## src/rtl/fft4_in_loader.sv

```systemverilog
// Input stage of the 4-point FFT: packs complex samples into 4-lane frames
// through a two-bank ping-pong buffer and provides the constant twiddle buses.
module fft4_in_loader #(
  parameter bit LAST_CHECK = 1'b1
) (
  input  logic         clk,
  input  logic         rst,
  input  logic         s_valid,
  output logic         s_ready,
  input  logic [31:0]  s_re,
  input  logic [31:0]  s_im,
  input  logic         s_last,
  output logic         m_valid,
  input  logic         m_ready,
  output logic [127:0] A_r,
  output logic [127:0] A_i,
  output logic [63:0]  W_r,
  output logic [63:0]  W_i,
  output logic         frame_err
);

  logic [1:0][3:0][31:0] re_q, im_q;
  logic                  wbank_q, wbank_d;
  logic                  rbank_q, rbank_d;
  logic [1:0]            widx_q, widx_d;
  logic [1:0]            full_q, full_d;
  logic                  err_q, err_d;
  logic                  accept, consume;

  assign s_ready   = !full_q[wbank_q];
  assign m_valid   = full_q[rbank_q];
  assign A_r       = re_q[rbank_q];
  assign A_i       = im_q[rbank_q];
  assign frame_err = err_q;
  assign W_r       = {32'h0000_0000, 32'h3F80_0000};
  assign W_i       = {32'hBF80_0000, 32'h0000_0000};

  assign accept  = s_valid && s_ready;
  assign consume = m_valid && m_ready;

  // Fill bank and read bank never coincide while both are busy, so a commit
  // and a consume in the same cycle touch different full bits.
  always_comb begin
    wbank_d = wbank_q;
    rbank_d = rbank_q;
    widx_d  = widx_q;
    full_d  = full_q;
    err_d   = 1'b0;
    if (accept) begin
      if (LAST_CHECK && s_last && (widx_q != 2'd3)) begin
        widx_d = '0;
        err_d  = 1'b1;
      end else begin
        widx_d = widx_q + 2'd1;
        if (widx_q == 2'd3) begin
          full_d[wbank_q] = 1'b1;
          wbank_d         = ~wbank_q;
          err_d           = LAST_CHECK && !s_last;
        end
      end
    end
    if (consume) begin
      full_d[rbank_q] = 1'b0;
      rbank_d         = ~rbank_q;
    end
  end

  always_ff @(posedge clk or posedge rst) begin
    if (rst) begin
      re_q    <= '0;
      im_q    <= '0;
      wbank_q <= 1'b0;
      rbank_q <= 1'b0;
      widx_q  <= '0;
      full_q  <= '0;
      err_q   <= 1'b0;
    end else begin
      if (accept) begin
        re_q[wbank_q][widx_q] <= s_re;
        im_q[wbank_q][widx_q] <= s_im;
      end
      wbank_q <= wbank_d;
      rbank_q <= rbank_d;
      widx_q  <= widx_d;
      full_q  <= full_d;
      err_q   <= err_d;
    end
  end

endmodule

```

## config.mk

```make
export PLATFORM = sky130hd
export DESIGN_NAME = fft4_in_loader
export DESIGN_NICKNAME = d
export VERILOG_FILES = /design/src/rtl/fft4_in_loader.sv
export SDC_FILE = /design/constraint.sdc
export NUM_CORES = 1
export LEC_CHECK = 0
export ABC_AREA = 1
export CAP_MARGIN = 20
export CORE_ASPECT_RATIO = 0.6
export CORE_MARGIN = 2
export CORE_UTILIZATION = 45
export DETAILED_ROUTE_END_ITERATION = 8
export GPL_ROUTABILITY_DRIVEN = 0
export PLACE_DENSITY = 0.8
export SYNTH_ARGS = -nofsm -noshare
export SYNTH_HDL_FRONTEND = slang
export SYNTH_SLANG_ARGS = --single-unit
```

## constraint.sdc

```tcl
create_clock -name clk -period 25.8 [get_ports clk]
set_clock_uncertainty 0.05 [all_clocks]
set_input_delay 5.16 -clock clk [delete_from_list [all_inputs] [get_ports clk]]
set_output_delay 5.16 -clock clk [all_outputs]
set_load 0.01 [all_outputs]
```

==> run metrics <==
drt pass-1 iters=7; full die area=53950 um2; fill count=4573; Port Buf Inserts=327; largest net degree at the start of global routing=191; setup ws final=16460 ps; Avg Vias per Cell=5.025; worst-path fanout max=190; Total GRT Usage=24.18%; drt wl/cell=17.57 um; final net count=3142; R2R cell count=7; vias=19060; top cells by area, synth=dfrtp_1, nand2_1, o21ai_0, buf_4, inv_1; TNS Setup=0 ps; Max Slew Vio Count=0; PostCTS Resize Cnt=0; post-synthesis cell count=2844; register area=12990 um2; met2 GRT Util=36.16%; Hold EP=im_q[152]$_DFFE_PP0P_; area of the core=51170 um2; Synth top area share=55.45%; Initial Util=45.78%; Max Fclk=107.1 MHz; DRC=0; Synth Register Bits=519; reg2reg setup slack=22590 ps; RSZ-0062 raised after global routing=no; Max-slew headroom=26.47%; Multi-input gate area=8199 um2; GR Util met3=4.305%; register clock-pin slew on the reported worst setup and hold paths=70 ps; Worst R2R Start=wbank_q$_DFFE_PP0P_; setup bufs post-CTS=0; HP Class=flip-flop to flip-flop; CTS H-Tree Depth=2; clk root buf=clkbuf_16; share of cells above drive strength 1=3.837%; I/O pin count=456; vias in the first global route=17740; Setup violations, final=0; Required @ worst endpoint=20590 ps; Unique masters post-synth=25; max cap viols=0; Clock Sink Count=519; hold buffers post-CTS=0; Post-Syn Area=23420 um2; fin area=28050 um2; fin crit period=9337 ps; initial antenna violation count=1; worst skew pair latency=570 ps; Worst Path Arrival=4130 ps; Die Wd=298.5 um; Syn. warnings=0; final instance count without filler cells=3794; pwr/cell area=135.1 nW/um2; final hold vios=0; initial DRC count=1995; placed insts=3708; Max clock buf depth=3; post-synthesis sequential area ratio=55.45%; average cell area after synthesis=8.236 um2; GR Layer Usage met1=36.89%; outcome=complete, no violations; Critical Path Sink Type=primary output; antenna-violating nets left=0; Final HPWL DP=41750 um; peak supply drop=0.00007009 V; worst slew pin tran=1103 ps; ANT cells=0; grt peak-use layer=met1; total CTS buffers=49; Yosys top cell by area=dfrtp_1; CTS tree=done; placed inst area=26370 um2; P_leak=0.01374 uW; CP Class=flip-flop to primary output; pre-CTS setup slack=16090 ps; Die H=180.7 um; Critical R2R Capture=re_q[247]$_DFFE_PP0P_; min-delay src=im_q[152]$_DFFE_PP0P_; period utilization=36.19%; wire length of the first global-routing pass=103700 um; Cell Rows=64; Area Overhead vs Synth=19.75%; commonest non-fill, non-tap cells in the layout=nand2_1, o21ai_0, dfrtp_1; commonest non-fill, non-tap cell in the layout=nand2_1; total grt overflow=0; Startpoint Class=flip-flop; Cells on Worst Hold Path=2; WL final=66670 um
[worst max path at each step]
stage | startpoint | end | slack (ps) | depth (start not counted)
4_1_cts | rbank_q$_DFFE_PP0P_ | A_r[57] | 16340 | 4
6_report | rbank_q$_DFFE_PP0P_ | A_r[57] | 16460 | 6
3_3_place_gp | rst | im_q[95]$_DFFE_PP0P_ | 16150 | 6
2_1_floorplan | rst | frame_err$_DFF_PP0_ | 6090 | 1
3_5_place_dp | rst | im_q[95]$_DFFE_PP0P_ | 16090 | 6
5_1_grt | rst | re_q[93]$_DFFE_PP0P_ | 16180 | 6
[state kept, by name, indices dropped and copies added (netlist names)]
| register | count |
|---|---|
| frame_err | 1 |
| rbank_q | 1 |
| re_q | 256 |
| im_q | 256 |
| full_q | 2 |
| widx_q | 2 |
| wbank_q | 1 |
[through the flow]
stage / total power [uW] / util [%] / hold WS (ps)
after floorplan: 2228 / - / 399.0
after global placement: 3017 / 51.54 / 412.2
after detailed placement: 3056 / 51.54 / 418.6
after CTS: 3807 / 54.73 / 432.5
after global routing: 4050 / 54.82 / 455.0
final: 3790 / 54.82 / 430.3
[kinds of logic after synthesis]
family	count (synthesis)	synth area share [%]
buffers and inverters	531	11.57
flip-flops	519	55.45
adder cells (fa/ha/maj)	5	0.2671
XOR/XNOR	2	0.07480
other	2	0.03206
AND/OR/NAND/NOR	1120	18.40
AO/OA/AOI/OAI	665	14.21
[final cells by class]
cell class	instances	share of cell area [%]
Tap cell	693	3.091
Clock inverter	15	0.4951
Clock buffer	69	5.326
Timing Repair Buffer	353	12.48
Sequential cell	519	46.31
Inverter	225	3.064
Multi-Input combinational cell	1920	29.23
[synth_stat cells, drive strengths merged]
cell / count
nand2: 1103
o21ai: 663
dfrtp: 519
inv: 225
buf: 212
clkbuf: 94
nor2: 11
ha: 5
nand4: 5
conb: 2
a21oi: 1
nand3: 1
o22ai: 1
xnor2: 1
xor2: 1
[layer usage]
layer | vias to the layer above | part of all wire (%)
li1 | 9100 | -
met1 | 9210 | 47
met2 | 669 | 44
met3 | 83 | 7.0
met4 | 2 | 1.7
met5 | - | 0.019
[report_power, final]
part           switching (uW)  leakage (uW)  internal [uW]
registers                 181       0.00645           1190
clock network             315      0.000816            422
logic                     953       0.00647            728
[worst max-delay path, cell delays in order, from the launching register on]
cell,delay [ps]
dfrtp_4,720
inv_8,830
buf_4,630
buf_12,300
nand2_1,80
o21ai_0,200
clkdlybuf4s50_1,630
(Power assumes the default switching activity.)
